File: config.mk
export PLATFORM = sky130hd
export DESIGN_NAME = arcade_input
export DESIGN_NICKNAME = d
export VERILOG_FILES = /design/src/rtl/arcade_input.sv
export SDC_FILE = /design/constraint.sdc
export NUM_CORES = 1
export LEC_CHECK = 0
export CAP_MARGIN = 40
export CELL_PAD_IN_SITES_DETAIL_PLACEMENT = 1
export CELL_PAD_IN_SITES_GLOBAL_PLACEMENT = 2
export CORE_AREA = 4 4 113 104
export CTS_CLUSTER_DIAMETER = 200
export DETAILED_ROUTE_END_ITERATION = 12
export DIE_AREA = 0 0 117 108
export HOLD_SLACK_MARGIN = 0.05
export PLACE_DENSITY = 0.79
export SYNTH_ARGS = -nofsm -noshare
export SYNTH_HDL_FRONTEND = slang
export SYNTH_SLANG_ARGS = --single-unit
File: constraint.sdc
create_clock -name clk_sys_i -period 1.4 [get_ports clk_sys_i]
set_input_delay 0.35 -clock clk_sys_i [delete_from_list [all_inputs] [get_ports clk_sys_i]]
set_output_delay 0.35 -clock clk_sys_i [all_outputs]
set_load 0.01 [all_outputs]
File: src/rtl/arcade_input.sv
// Arcade control merger: PS/2 key latches and hps_io joystick words combine into per-player
// control words, with coin pulse shaping, a global pause toggle and button-0 autofire.
module arcade_input #(
  parameter int unsigned PLAYERS      = 2,
  parameter int unsigned BUTTONS      = 3,
  parameter int unsigned COIN_PULSE   = 16,
  parameter int unsigned AUTOFIRE_DIV = 8
) (
  input  logic                           clk_sys_i,
  input  logic                           reset_n_i,
  input  logic [10:0]                    ps2_key_i,
  input  logic [16*PLAYERS-1:0]          joystick_i,
  input  logic [PLAYERS-1:0]             autofire_en_i,
  input  logic                           clear_i,
  output logic [(6+BUTTONS)*PLAYERS-1:0] player_o,
  output logic                           pause_o,
  output logic [1:0]                     service_o
);

  localparam int unsigned OutW     = 6 + BUTTONS;
  localparam int unsigned RawW     = 7 + BUTTONS;
  localparam int unsigned StartBit = 4 + BUTTONS;
  localparam int unsigned CoinBit  = 5 + BUTTONS;
  localparam int unsigned PauseBit = 6 + BUTTONS;
  localparam int unsigned CoinW    = $clog2(COIN_PULSE + 1);
  localparam int unsigned AfW      = $clog2(AUTOFIRE_DIV + 1);

  localparam logic [CoinW-1:0] CoinLoad = CoinW'(COIN_PULSE - 1);
  localparam logic [AfW-1:0]   AfLast   = AfW'(AUTOFIRE_DIV - 1);

  logic                 strobe_q;
  logic                 key_evt;
  logic                 key_prs;
  logic [1:0][RawW-1:0] key_q, key_d;
  logic [1:0]           svc_q, svc_d;
  logic [1:0]           service_q;
  logic                 pause_q, pause_d;
  logic [PLAYERS-1:0]   pause_rise;
  logic                 unused_ext;

  assign key_evt    = ps2_key_i[10] ^ strobe_q;
  assign key_prs    = ps2_key_i[9];
  assign unused_ext = ps2_key_i[8];

  // Keyboard latches: only players 1 and 2 have key maps; extended prefix is ignored.
  always_comb begin
    key_d = key_q;
    svc_d = svc_q;
    if (clear_i) begin
      key_d = '0;
      svc_d = '0;
    end else if (key_evt) begin
      case (ps2_key_i[7:0])
        8'h75: key_d[0][3]        = key_prs;
        8'h72: key_d[0][2]        = key_prs;
        8'h6b: key_d[0][1]        = key_prs;
        8'h74: key_d[0][0]        = key_prs;
        8'h14: key_d[0][4]        = key_prs;
        8'h11: if (BUTTONS > 1) key_d[0][5] = key_prs;
        8'h29: if (BUTTONS > 2) key_d[0][6] = key_prs;
        8'h16: key_d[0][StartBit] = key_prs;
        8'h2e: key_d[0][CoinBit]  = key_prs;
        8'h4d: key_d[0][PauseBit] = key_prs;
        8'h2d: if (PLAYERS > 1) key_d[1][3] = key_prs;
        8'h2b: if (PLAYERS > 1) key_d[1][2] = key_prs;
        8'h23: if (PLAYERS > 1) key_d[1][1] = key_prs;
        8'h34: if (PLAYERS > 1) key_d[1][0] = key_prs;
        8'h1c: if (PLAYERS > 1) key_d[1][4] = key_prs;
        8'h1b: if (PLAYERS > 1 && BUTTONS > 1) key_d[1][5] = key_prs;
        8'h15: if (PLAYERS > 1 && BUTTONS > 2) key_d[1][6] = key_prs;
        8'h1e: if (PLAYERS > 1) key_d[1][StartBit] = key_prs;
        8'h36: if (PLAYERS > 1) key_d[1][CoinBit]  = key_prs;
        8'h46: svc_d[0] = key_prs;
        8'h45: svc_d[1] = key_prs;
        default: ;
      endcase
    end
  end

  // Several players pressing pause in the same cycle still toggle only once.
  assign pause_d = clear_i ? 1'b0 : (pause_q ^ (|pause_rise));

  always_ff @(posedge clk_sys_i or negedge reset_n_i) begin
    if (!reset_n_i) begin
      strobe_q  <= 1'b0;
      key_q     <= '0;
      svc_q     <= '0;
      service_q <= '0;
      pause_q   <= 1'b0;
    end else begin
      strobe_q  <= ps2_key_i[10];
      key_q     <= key_d;
      svc_q     <= svc_d;
      service_q <= svc_q;
      pause_q   <= pause_d;
    end
  end

  assign pause_o   = pause_q;
  assign service_o = service_q;

  for (genvar g = 0; g < PLAYERS; g++) begin : g_player
    logic [RawW-1:0]   key;
    logic [RawW-1:0]   raw;
    logic [OutW-1:0]   player_q, player_d;
    logic [CoinW-1:0]  coin_cnt_q, coin_cnt_d;
    logic              coin_low_q, coin_low_d;
    logic              coin_rise;
    logic              pause_low_q, pause_low_d;
    logic              rise_l;
    logic [AfW-1:0]    af_cnt_q, af_cnt_d;
    logic              af_ph_q, af_ph_d;
    logic              af_arm_q, af_arm_d;
    logic              btn0;
    logic [15-RawW:0]  unused_hi;

    if (g < 2) begin : g_key
      assign key = key_q[g];
    end else begin : g_no_key
      assign key = '0;
    end

    assign unused_hi = joystick_i[16*g+RawW +: 16-RawW];
    // Latches are masked during clear so the cleared state shows on the very next edge.
    assign raw = joystick_i[16*g +: RawW] | (clear_i ? '0 : key);

    always_comb begin
      // *_low_q remembers the input was seen low; reset/clear leave it 0 so a held
      // input cannot fire until it has been released.
      coin_rise  = raw[CoinBit] & coin_low_q & (coin_cnt_q == '0) & ~clear_i;
      coin_low_d = ~raw[CoinBit] & ~clear_i;
      if (clear_i) begin
        coin_cnt_d = '0;
      end else if (coin_rise) begin
        coin_cnt_d = CoinLoad;
      end else if (coin_cnt_q != '0) begin
        coin_cnt_d = coin_cnt_q - CoinW'(1);
      end else begin
        coin_cnt_d = '0;
      end

      rise_l      = raw[PauseBit] & pause_low_q & ~clear_i;
      pause_low_d = ~raw[PauseBit] & ~clear_i;

      af_cnt_d = '0;
      af_ph_d  = 1'b0;
      af_arm_d = af_arm_q | ~raw[4];
      btn0     = raw[4];
      if (autofire_en_i[g] && !clear_i) begin
        btn0 = 1'b0;
        if (raw[4] && af_arm_q) begin
          btn0 = ~af_ph_q;
          if (af_cnt_q == AfLast) begin
            af_ph_d = ~af_ph_q;
          end else begin
            af_cnt_d = af_cnt_q + AfW'(1);
            af_ph_d  = af_ph_q;
          end
        end
      end

      player_d          = raw[OutW-1:0];
      player_d[4]       = btn0;
      player_d[CoinBit] = ~clear_i & (coin_rise | (coin_cnt_q != '0));
    end

    always_ff @(posedge clk_sys_i or negedge reset_n_i) begin
      if (!reset_n_i) begin
        player_q    <= '0;
        coin_cnt_q  <= '0;
        coin_low_q  <= 1'b0;
        pause_low_q <= 1'b0;
        af_cnt_q    <= '0;
        af_ph_q     <= 1'b0;
        af_arm_q    <= 1'b0;
      end else begin
        player_q    <= player_d;
        coin_cnt_q  <= coin_cnt_d;
        coin_low_q  <= coin_low_d;
        pause_low_q <= pause_low_d;
        af_cnt_q    <= af_cnt_d;
        af_ph_q     <= af_ph_d;
        af_arm_q    <= af_arm_d;
      end
    end

    assign pause_rise[g]               = rise_l;
    assign player_o[OutW*g +: OutW]    = player_q;
  end

endmodule

* Yosys cells after proc, flatten, opt, wreduce, memory -nomap -nowiden *
Cells that the tools add are included.

operators by class
  equality and inequality tests = 25
  bitwise operators = 33
  $add $sub $neg = 4
  reduce and logical (&&, ||, !) cells = 53
  muxes and demuxes = 50

operators with widths
  operator               number
  $eq A8 B5 Y1 const B   7
  $eq A8 B6 Y1 const B   7
  $eq A8 B7 Y1 const B   7
  $reduce_bool A2 Y1     22
  $reduce_and A2 Y1      21
  $mux W19               2
  $mux W1                32
  $mux W5                6
  $mux W4                6
  $and A1 B1 Y1          16
  $logic_not A5 Y1       2
  $mux W10               1
  $or A10 B10 Y10        1
  $or A10 B9 Y10         1
  $reduce_bool A5 Y1     2
  $sub A5 B1 Y5 const B  2
  $mux W9                1
  $not A1 Y1             9
  $add A4 B1 Y4 const B  2
  $eq A4 B3 Y1 const B   2
  $ne A3 B2 Y1 const B   2
  $logic_and A1 B1 Y1    4
  $mux W2                2
  $or A1 B1 Y1           4
  3 further kinds        4

word-level totals
  output and inout port bits = 21
  word-level logic and storage cells = 203
  input bits = 48
  flip-flop bits (word level) = 69

* Longest topological paths before layout *
Gate-level depths: netlist of the first run.

  depth after elaboration = 7
  depth in mapped cells = 5
  mapped depth without buffers = 5

* Least setup slack after synthesis of the first run *
OpenSTA, ideal clock, no wires.

  path type = register -> register
  start point = register g_player[0].coin_cnt_q[0]
  end point = register g_player[0].coin_cnt_q[3]
  period minus slack after synthesis = 1.299 ns
  setup time = 0.094 ns
  path buffers = 0
  stages on the path, launching flop included = 6
  setup slack = 0.101 ns
  data required time = 1.306 ns
  arrival = 1.205 ns
  cell sequence = dfrtp_1 -> inv_1 -> ha_1 -> nor4b_4 -> nor3_1 -> a211oi_1

on the way
  cells in the longest elaborated chain, start to end = 5
  elaborated cells between the ends (all ways) = 8
  those cells by class = 1 x add/sub; 3 x mux; 2 x bitwise; 2 x reduce/logical

ends and longest elaborated chain
  item                                                   RTL line  source
  start, declared                                        106       logic [CoinW-1:0] coin_cnt_q, coin_cnt_d;
  start signal, assigned                                 178       coin_cnt_q <= coin_cnt_d;
  branches (longest 3 deep; another with $sub A5 B1 Y5)  n/a
  $mux W5 (*)                                            134       end else if (coin_rise) begin
  $mux W5 (*)                                            132       if (clear_i) begin
  net g_player[0].coin_cnt_d[3]                          106

Mark *: on every way through the listed nets, which the timed path passes.
A chain may end at the register's enable or synchronous reset.

* Final worst setup path of the first run *
  start point = register g_player[0].coin_cnt_q[1]
  end point = register g_player[0].coin_cnt_q[0]

on the way
  cells in the longest elaborated chain, start to end = 5
  elaborated cells between the ends (all ways) = 7
  those cells by class = 3 x mux; 2 x bitwise; 2 x reduce/logical

ends and longest elaborated chain
  item                           RTL line  source
  $logic_not A5 Y1               130       coin_rise = raw[CoinBit] & coin_low_q & (coin_cnt_q == '0) & ~clear_i;
  $and A1 B1 Y1 (2 in a row)     130
  $mux W5 (*)                    134
  $mux W5 (*)                    132
  net g_player[0].coin_cnt_d[0]  106

Mark *: on every way through the listed nets, which the timed path passes. The rest lies on a longest branch.

==> summary.txt, run 1 <==
Power
  • PD cells: 1394 mW/mm^2
  • Final Power: 6.022 mW
  • Static Leak: 2.065 nW
  • Worst IR drop on VDD: 0.5535 mV

Global route
  • Pin count of the biggest net entering global routing: 70
  • Gr usage total: 11.97%
  • First-pass GRT wire length: 11810 microns
  • Initial antenna violation count: 0
  • GRT overflow: 0
  • Vias in the first global route: 2425

Die
  • Die height: 108 microns
  • Initial Utilization: 28.45%
  • Horiz. Die Dim: 117 microns
  • I/O pin count: 69
  • Die Area: 0.01264 sq mm
  • Row cnt: 36
  • Core Region: 0.01063 sq mm

Synthesis
  • Most frequent cells after synthesis: dfrtp_1, nand2_1, mux2i_1, nand2b_1, nor2_1
  • FFs w/ async S/R, synth: 100.0%
  • Area share of the largest cell type after synthesis: 57.10%
  • Most numerous cell in the Yosys netlist: dfrtp_1
  • Post-Syn Area: 0.003024 sq mm
  • Avg Cell Area, Syn: 11.54 sq um
  • Synth Net Count: 314
  • Number of enable flip-flop cells after synthesis: 0
  • Ys Warns: 0
  • Number of different library cells in the post-synthesis netlist: 36
  • Post-Syn Instances: 262
  • Top_reg_cell synth: dfrtp_1
  • Synth Register Bits: 69
  • Synth area leader: dfrtp_1
  • Sequential share of the synthesized area: 57.10%
  • Synth top area cells: dfrtp_1, mux2i_1, nand2b_1

Worst hold path
  • Worst hold path class: in -> async

STA
  • Final min period: 1360 ps
  • Worst slew pin tran: 452.6 ps
  • Clock skew: 7.660 ps
  • Max_slew headroom: 69.70%
  • Slew Limit Fails: 0
  • Period utilisation layout: 97.17%
  • Final Hold Fails: 0
  • Unrepaired setup endpoints after global routing: true
  • # setup viols final: 0
  • TNS Setup: 0 ps
  • Post-route setup slack: 39.59 ps
  • Highest Clock Rate: 735.1 MHz

Routing
  • Met3 wire length: 315 microns
  • WL met1: 3409 microns
  • TritonRoute pass-1 iters: 4
  • Routed met2 length: 3310 microns
  • Final ANT Viol Nets: 0
  • Per-cell routed wire length: 14.50 microns
  • DR vias: 2260
  • Vias per cell: 4.612
  • Drt first-iter violations: 55
  • Max Used Layer: met4
  • Drt drc: 0
  • Drt total wl: 7105 microns

Clock network
  • Worst-Skew Late Latency: 330 ps
  • Clock transition at path regs: 60 ps
  • Num Clock Sinks: 69
  • Inserted Clock Buffers: 9
  • Clock buffer depth: 2
  • Clk root buf: clkbuf_16
  • CTS H-tree depth: 3
  • CTS tree: done
  • Hold_buf cts: 0

Critical path
  • Largest stage delay, worst path: 390 ps
  • Worst r2r path cells: 6
  • Crit path launch type: flip-flop
  • CP endpoint kind: flip-flop
  • CP max FO: 4
  • Arr. time, crit path: 1560 ps
  • Crit path kind: reg -> reg
  • Chain of cells forming the critical path: inv_1, ha_2, nor4b_4, buf_4, or2_2, a21oi_1
  • R2R Path End: g_player[0].coin_cnt_q[0]
  • Reg-to-reg startpoint: g_player[0].coin_cnt_q[1]
  • Worst Path Required: 1600 ps
  • Worst R2R Setup Slack: 40 ps
  • CP max stage cell: dfrtp_1

Job
  • Max-cap violations: 0

Placed design
  • Post-DP Area: 0.003959 sq mm
  • Setup WS pre-CTS: -442.9 ps
  • GPL Wtd Cong: 0.7726
  • Port-buffer cells: 55
  • Detail Placement HPWL: 5039 microns

Layout
  • N_diodes: 0
  • Final Util: 40.63%
  • FILL cells: 1167
  • Synth-to-Final Area Change: 42.82%
  • Share of layout cells above drive strength 1: 19.05%
  • Final instance area: 0.004319 sq mm
  • Nets: 404

Status
  • Status: finished clean
==> how the worst max path moves through the flow <==
stage | slack [ps] | depth (start not counted) | endpoint | startpoint
floorplan | 100 | 5 | g_player[0].coin_cnt_q[3] | g_player[0].coin_cnt_q[0]
global placement | -430 | 5 | g_player[0].key[9] | ps2_key_i[7]
detailed placement | -440 | 5 | g_player[0].key[9] | ps2_key_i[7]
CTS | 2 | 5 | g_player[0].coin_cnt_q[1] | g_player[0].coin_cnt_q[1]
global route | -70 | 5 | g_player[1].coin_cnt_q[3] | g_player[1].coin_cnt_q[0]
finish | 40 | 6 | g_player[0].coin_cnt_q[0] | g_player[0].coin_cnt_q[1]
==> power by group <==
part	switching (mW)	internal (mW)	total, mW
clock	0.868	1.61	2.48
combinational	0.553	0.729	1.28
sequential	0.115	2.15	2.26
==> registers in the layout, indices dropped and copies added (netlist names) <==
name	flops
g_player.key	19
g_player.player_q	18
g_player.coin_cnt_q	10
g_player.af_cnt_q	8
g_player.af_arm_q	2
g_player.af_ph_q	2
g_player.coin_low_q	2
g_player.pause_low_q	2
service_o	2
svc_q	2
pause_o	1
strobe_q	1
==> cells in the final DEF (no fill, tap or decap), drive strengths merged, types with 3 or more instances in the layout <==
cell type / netlist / layout
xnor2: 4 / 4
ha: 4 / 4
nor4b: 6 / 6
o211ai: 4 / 4
buf: 3 / 33
nor2: 14 / 14
clkbuf: 5 / 11
nand2: 24 / 24
xor2: 3 / 3
dlygate4sd2: 0 / 25
nor3: 5 / 5
inv: 8 / 8
o21ai: 3 / 3
nand3: 13 / 13
or2: 6 / 6
nand4: 10 / 10
a21oi: 11 / 11
a211oi: 4 / 4
dfrtp: 69 / 69
nor2b: 7 / 7
nand2b: 16 / 16
clkdlybuf4s50: 0 / 28
mux2i: 23 / 23
==> critical path: cells and delay by family, from the launching register on <==
family	cells	cell delay [ps]
compound gates	1	50
fa+ha+maj	1	170
flops	1	390
simple gates	2	380
buf+inv	2	240
==> cells by family (layout without fill, tap and decap cells) <==
group                    after synthesis  in the layout  share of synthesized area (%)
AND/OR/NAND/NOR                      115            115                          23.62
flip-flops                            69             69                          57.10
AO/OA/AOI/OAI                         27             27                          5.792
multiplexers                          23             23                          7.613
buffers and inverters                 17            112                          2.193
XOR/XNOR                               7              7                          2.027
adder cells (fa/ha/maj)                4              4                          1.655
==> stage by stage <==
| stage | hold slack (ps) | instances |
|---|---|---|
| final | 22.97 | 490 |
| after global routing | 67.41 | 490 |
| after CTS | 56.70 | 487 |
| after detailed placement | 361.5 | 471 |
| after global placement | 366.9 | 471 |
| after floorplan | 54.41 | 262 |
==> routing by layer <==
layer,track usage [%],vias to the layer above
met4,3.686,0
li1,-,1094
met5,0,-
met2,18.52,42
met3,3.749,7
met1,16.07,1117
==> layout make-up <==
cell class	instances	area, sq um	share of cell area [%]
Clock inverter	5	83.83	1.941
Clock buffer	11	242.7	5.620
Tap cell	133	166.4	3.853
Multi-Input combinational cell	176	1267	29.35
Timing Repair Buffer	87	798.3	18.48
Sequential cell	69	1727	39.98
Inverter	9	33.78	0.7822
==> repair_timing <==
action / in CTS / in global routing
buffers inserted: 0 / 2
pin swaps: 0 / 8
endpoints found under the setup margin: 37 / 22
gates cloned: 0 / 1
gates resized for setup: 27 / 10
No activity file was read; power rests on OpenSTA's default activity.
==> inputs of run 2 (changes only) <==
- CORE_AREA: 4 4 113 104 -> 8 8 112 104
- DIE_AREA: 0 0 117 108 -> 0 0 120 112
- PLACE_DENSITY: 0.79 -> 0.81
- clock period: 1.4 -> 1.3 ns (I/O delays scaled with it)
==> run 2 against run 1 <==
- sequential power up 8%
- fmax decreased by 3.7%
- die area rose by 6.4%
- clock power shrank 37%
- the run now ends with negative setup slack left
- register-to-register slack lost 150 ps
- critical path depth fell by 1
- flip-flop and latch count stayed put
- critical endpoint unchanged
==> summary.txt, run 2 (same netlist as run 1, synthesis figures left out) <==
Power
  • Worst IR drop on VDD: 0.5889 mV (+6.4%)
  • PD cells: 1343 mW/mm^2 (-3.7%)
  • Static Leak: 2.063 nW (about the same)

Global route
  • GRT overflow: 0 (unchanged)
  • First-pass GRT wire length: 12740 microns (+7.9%)
  • Initial antenna violation count: 0 (unchanged)
  • Pin count of the biggest net entering global routing: 70 (unchanged)
  • Gr usage total: 11.71% (-0.26 points)
  • Vias in the first global route: 2542 (+4.8%)

Critical path
  • CP endpoint kind: flip-flop
  • Crit path kind: reg -> reg
  • Arr. time, crit path: 1680 ps (+120 ps)
  • Worst R2R Setup Slack: -110 ps (-150 ps)
  • R2R Path End: g_player[0].coin_cnt_q[0]
  • Worst Path Required: 1570 ps (-30 ps)
  • CP max FO: 5 (+1)
  • Critical Path End: g_player[0].coin_cnt_q[0]
  • Crit path launch type: flip-flop
  • Worst r2r path cells: 5 (-1)
  • Critical Path Source: g_player[0].coin_cnt_q[0]
  • Reg-to-reg startpoint: g_player[0].coin_cnt_q[0]

Layout
  • Final Non-Filler Cells: 498 (+1.6%)
  • FILL cells: 1090 (-6.6%)
  • Synth-to-Final Area Change: 41.04%
  • Commonest non-fill, non-tap cell in the layout: dfrtp_1
  • Max FFs per register: 19 (unchanged)
  • N_diodes: 0 (unchanged)
  • Share of layout cells above drive strength 1: 27.91% (+8.9 points)
  • Most frequent cells in the layout: dfrtp_1, buf_4, clkdlybuf4s50_1, nand2_1, mux2i_1
  • Nets: 418 (+3.5%)

STA
  • Highest Clock Rate: 707.9 MHz (-3.7%)
  • Period utilisation layout: 108.7% (+11 points)
  • WHS: 187.4 ps (+164.4 ps)
  • TNS Setup: -406.7 ps (-406.7 ps)
  • Unrepaired setup endpoints after global routing: true
  • Final Hold Fails: 0 (unchanged)
  • Post-route setup slack: -112.6 ps (-152.2 ps)
  • # setup viols final: 8 (+8)
  • Clock skew: 7.376 ps (-0.2835 ps)
  • Worst slew pin tran: 448.1 ps (-4.528 ps)
  • Slew Limit Fails: 0 (unchanged)
  • Max_slew headroom: 70.00% (+0.30 points)
  • Final min period: 1413 ps (+52.20 ps)

Placed design
  • GPL Wtd Cong: 0.7642 (-1.1%)
  • Port-buffer cells: 55 (unchanged)
  • Detail Placement HPWL: 5429 microns (+7.7%)
  • Setup WS pre-CTS: -570.8 ps (-128.0 ps)
  • Dpl cells: 471 (unchanged)

Routing
  • Drt total wl: 7847 microns (+10%)
  • TritonRoute pass-1 iters: 4 (unchanged)
  • DR vias: 2331 (+3.1%)
  • Vias per cell: 4.681 (+1.5%)
  • Final ANT Viol Nets: 0 (unchanged)
  • Drt first-iter violations: 44 (-20%)
  • Per-cell routed wire length: 15.76 microns (+8.7%)
  • Drt drc: 0 (unchanged)

Clock network
  • CTS H-tree depth: 3 (unchanged)
  • Clock transition at path regs: 70 ps (about the same)
  • Num Clock Sinks: 69 (unchanged)
  • CTS tree: done
  • Inserted Clock Buffers: 9 (unchanged)
  • Worst-Skew Late Latency: 340 ps (about the same)
  • Clk root buf: clkbuf_8
  • Clock buffer depth: 2 (unchanged)

Status
  • Failing checks: negative setup slack
  • Status: finished with violations

Die
  • Initial Utilization: 30.69% (+2.2 points)
  • Die height: 112 microns (+3.7%)
  • Core Region: 0.009853 sq mm (-7.3%)
  • I/O pin count: 69 (unchanged)
  • Die Area: 0.01344 sq mm (+6.4%)
  • Row cnt: 35 (-2.8%)
  • Horiz. Die Dim: 120 microns (+2.6%)

Worst hold path
  • Worst hold path class: in -> reg

Job
  • Max-cap violations: 0 (unchanged)
run 2: changes by cell type in the layout (fill, tap and decap cells not counted), sizes merged:
cell and delta:
dlygate4sd3 +1, dlygate4sd2 -21, clkinv -2, dlymetal6s2s +3, bufinv -2, clkdlybuf4s15 +8
buf +15, clkdlybuf4s50 -4, clkbuf +14
run 2: metal layers:
metal / up-vias / track usage [%] / part of all wire [%]
met3: 8 / 4.097 / 4.4
li1: 1122 / - / -
met1: 1158 / 14.54 / 46
met4: 0 / 3.494 / 1.1
met2: 43 / 18.69 / 49
met5: - / 0 / 0
run 2: per-stage QoR:
step	power [mW]	utilization (%)	area, sq um
2_1_floorplan	3.161	-	3024
3_3_place_gp	3.813	40.18	3959
3_5_place_dp	3.858	40.18	3959
4_1_cts	5.578	42.68	4205
5_1_grt	6.056	43.29	4265
6_report	5.729	43.29	4265
run 2: worst min-delay path by stage:
stage	to	slack [ps]	depth (start not counted)	startpoint
after floorplan	g_player[0].af_arm_q	30	0	reset_n_i
after global placement	service_o[0]	370	0	svc_q[0]
after detailed placement	service_o[1]	380	0	svc_q[1]
after CTS	service_o[1]	400	0	svc_q[1]
after global routing	strobe_q	180	1	ps2_key_i[10]
final	strobe_q	190	1	ps2_key_i[10]
run 2: critical path, stage by stage, from the launching register on:
cell and delay [ps]:
dfrtp_1 390, inv_1 70, ha_2 180, nor4b_4 310
o211ai_1 200, a21oi_1 190
run 2: timing repair:
action                                  CTS  global route
gates cloned                              0             2
pin swaps                                 6            11
setup buffers                             4             6
gates resized for setup                  60            36
hold endpoints to repair                 69             0
hold buffers                              1             0
endpoints found under the setup margin   51            63
run 2: power by group:
group          leakage (nW)  total [mW]  internal (mW)  switching [mW]
Sequential            0.898        2.43           2.31           0.124
Combinational          1.08        1.74          0.999           0.740
Clock                0.0816        1.56          0.778           0.780
run 2: final cells by class:
cell class	instances	area, sq um	area share [%]
Clock buffer	13	158.9	3.725
Sequential cell	69	1727	40.48
Multi-Input combinational cell	176	1313	30.77
Timing Repair Buffer	101	860.8	20.18
Inverter	9	37.54	0.8800
Tap cell	129	161.4	3.784
Clock inverter	1	7.507	0.1760
==> inputs of run 3 (changes only) <==
- PLACE_DENSITY: 0.81 -> 0.73
==> run 3 against run 2 <==
- the run still ends with negative setup slack left
- hold slack worse by 21 ps
- count of clock-buffer cells in the layout is 1 lower
- clock power is 38% higher
- core utilization is 0.43 points higher
- final cell count is 0.40% lower
- worst setup slack better by 43 ps
- fmax is 3.1% higher
- largest cell class unchanged
==> summary.txt, run 3 (same netlist as run 1, synthesis figures left out) <==
Status
  • Status: finished with violations
  • Failing checks: negative setup slack

Routing
  • Final ANT Viol Nets: 0 (unchanged)
  • Drt total wl: 7899 microns (+0.66%)
  • Vias per cell: 4.768 (+1.9%)
  • DR vias: 2365 (+1.5%)
  • Per-cell routed wire length: 15.93 microns (+1.1%)
  • TritonRoute pass-1 iters: 3 (-1)
  • Drt drc: 0 (unchanged)
  • Drt first-iter violations: 80 (+82%)

Critical path
  • Chain of cells forming the critical path: inv_1, ha_2, nor4b_4, buf_6, o211ai_1, a21oi_2
  • Delay-heaviest family, CP: flip-flops
  • Arr. time, crit path: 1650 ps (-30 ps)
  • CP max FO: 6 (+1)
  • Crit path launch type: flip-flop
  • Worst Path Required: 1580 ps (about the same)
  • Crit path kind: reg -> reg
  • CP endpoint kind: flip-flop
  • Largest stage delay, worst path: 380 ps (about the same)
  • R2R Path End: g_player[0].coin_cnt_q[1]
  • Worst r2r path cells: 6 (+1)
  • Worst R2R Setup Slack: -70 ps (+40 ps)
  • Critical path buffers and inverters: 2 (+1)
  • CP max stage cell: dfrtp_1
  • Reg-to-reg startpoint: g_player[0].coin_cnt_q[1]

Die
  • Die Area: 0.01344 sq mm (unchanged)
  • I/O pin count: 69 (unchanged)
  • Core Region: 0.009853 sq mm (unchanged)
  • Die height: 112 microns (unchanged)
  • Row cnt: 35 (unchanged)
  • Horiz. Die Dim: 120 microns (unchanged)
  • Initial Utilization: 30.69% (unchanged)

STA
  • Highest Clock Rate: 730.1 MHz (+3.1%)
  • Slew Limit Fails: 0 (unchanged)
  • Unrepaired setup endpoints after global routing: true
  • Clock skew: 9.173 ps (+1.796 ps)
  • Post-route setup slack: -69.67 ps (+42.94 ps)
  • Worst slew pin tran: 467.9 ps (+19.82 ps)
  • Final Hold Fails: 0 (unchanged)
  • # setup viols final: 7 (-1)
  • Final min period: 1370 ps (-42.94 ps)
  • WHS: 166.6 ps (-20.72 ps)
  • Period utilisation layout: 105.4% (-3.3 points)
  • Max_slew headroom: 68.67% (-1.3 points)

Global route
  • First-pass GRT wire length: 12990 microns (+2.0%)
  • Pin count of the biggest net entering global routing: 70 (unchanged)
  • GRT overflow: 0 (unchanged)
  • Gr usage total: 12.11% (+0.40 points)
  • Initial antenna violation count: 0 (unchanged)
  • Vias in the first global route: 2580 (+1.5%)

Layout
  • Share of layout cells above drive strength 1: 28.88% (+0.97 points)
  • N_diodes: 0 (unchanged)
  • Max FFs per register: 19 (unchanged)
  • Nets: 414 (-0.96%)
  • Most frequent cells in the layout: dfrtp_1, buf_4, nand2_1, mux2i_1, clkdlybuf4s50_1
  • FILL cells: 1094 (+0.37%)
  • Area of the multi-input gates: 0.001318 sq mm (+0.38%)
  • Synth-to-Final Area Change: 42.45%
  • Commonest non-fill, non-tap cell in the layout: dfrtp_1
  • Register Area: 0.001727 sq mm (unchanged)
  • Final instance area: 0.004308 sq mm (+1.0%)

Clock network
  • Inserted Clock Buffers: 9 (unchanged)
  • Clock buffer depth: 2 (unchanged)
  • Clk root buf: clkbuf_8
  • Num Clock Sinks: 69 (unchanged)
  • CTS H-tree depth: 3 (unchanged)
  • Worst-Skew Late Latency: 350 ps (about the same)
  • Clock transition at path regs: 80 ps (about the same)
  • CTS tree: done

Placed design
  • GPL Wtd Cong: 0.7417 (-2.9%)
  • Post-DP Area: 0.003964 sq mm (+0.13%)
  • Detail Placement HPWL: 5478 microns (+0.91%)
  • Port-buffer cells: 55 (unchanged)

Power
  • Cell internal pwr: 4.582 mW (+12%)
  • Reg power frac: 38.9% (-3.6 points)
  • Switching Share: 26.36% (-2.3 points)
  • Final Power: 6.223 mW (+8.6%)
  • Logic pwr share: 26.5% (-3.8 points)
  • PD cells: 1444 mW/mm^2 (+7.5%)
  • Worst IR drop on VDD: 0.5486 mV (-6.8%)
  • Sw Pwr: 1.641 mW (-0.21%)
  • Clock Power Share: 34.6% (+7.4 points)
  • Static Leak: 2.103 nW (+1.9%)

Worst hold path
  • Worst hold path class: in -> reg
  • Worst Hold Launch: ps2_key_i[10]
  • Hold Path Sink: strobe_q
  • WHS Path Cells: 1 (unchanged)

Job
  • Max-cap violations: 0 (unchanged)
==> run 3: routing by layer <==
layer  share of wire [%]  global-route usage, %  up-vias
met3                 5.0                  3.743       15
met4                 1.9                  5.241        0
met1                  46                  14.98     1182
met2                  47                  19.02       47
met5                   0                      0        -
li1                    -                      -     1121
==> run 3: per-stage QoR <==
step	setup TNS [ps]	worst slack [ps]	util, %	cells
2_1_floorplan	0	1.163	-	262
3_3_place_gp	-19770	-507.6	40.23	470
3_5_place_dp	-21100	-593.1	40.23	470
4_1_cts	-151.3	-49.20	43.42	491
5_1_grt	-1363	-162.8	43.72	496
6_report	-277.5	-69.67	43.72	496
==> run 3: power groups by stage <==
stage	sequential, mW	combinational [mW]	clock [mW]
2_1_floorplan	2.49	0.666	0
3_3_place_gp	2.45	1.39	0
3_5_place_dp	2.46	1.44	0
4_1_cts	2.42	1.57	2.21
5_1_grt	2.44	1.82	2.30
6_report	2.42	1.65	2.15
==> run 3: worst max-delay path by stage <==
stage / from / end / slack [ps] / cells past startpoint
global route: g_player[0].coin_cnt_q[1] / g_player[0].coin_cnt_q[0] / -160 / 6
floorplan: g_player[0].coin_cnt_q[0] / g_player[0].coin_cnt_q[3] / 1 / 5
global placement: ps2_key_i[7] / g_player[0].key[9] / -510 / 5
finish: g_player[0].coin_cnt_q[1] / g_player[0].coin_cnt_q[1] / -70 / 6
detailed placement: ps2_key_i[7] / g_player[0].key[9] / -590 / 5
CTS: g_player[0].coin_cnt_q[1] / g_player[0].coin_cnt_q[0] / -50 / 6
==> run 3: layout make-up <==
cell class,count,share of cell area [%]
clock buffer,12,3.369
clock inverter,4,2.207
inverter,9,0.8713
multi-input combinational,176,30.58
sequential,69,40.08
tap,129,3.747
timing repair buffer,97,19.14
==> run 3: what timing repair did <==
item,in CTS,in global routing
endpoints found under the hold margin,69,0
hold buffers,1,0
resized for setup,63,47
setup buffers,4,3
pin swaps,5,12
gates cloned,0,2
endpoints found under the setup margin,50,56
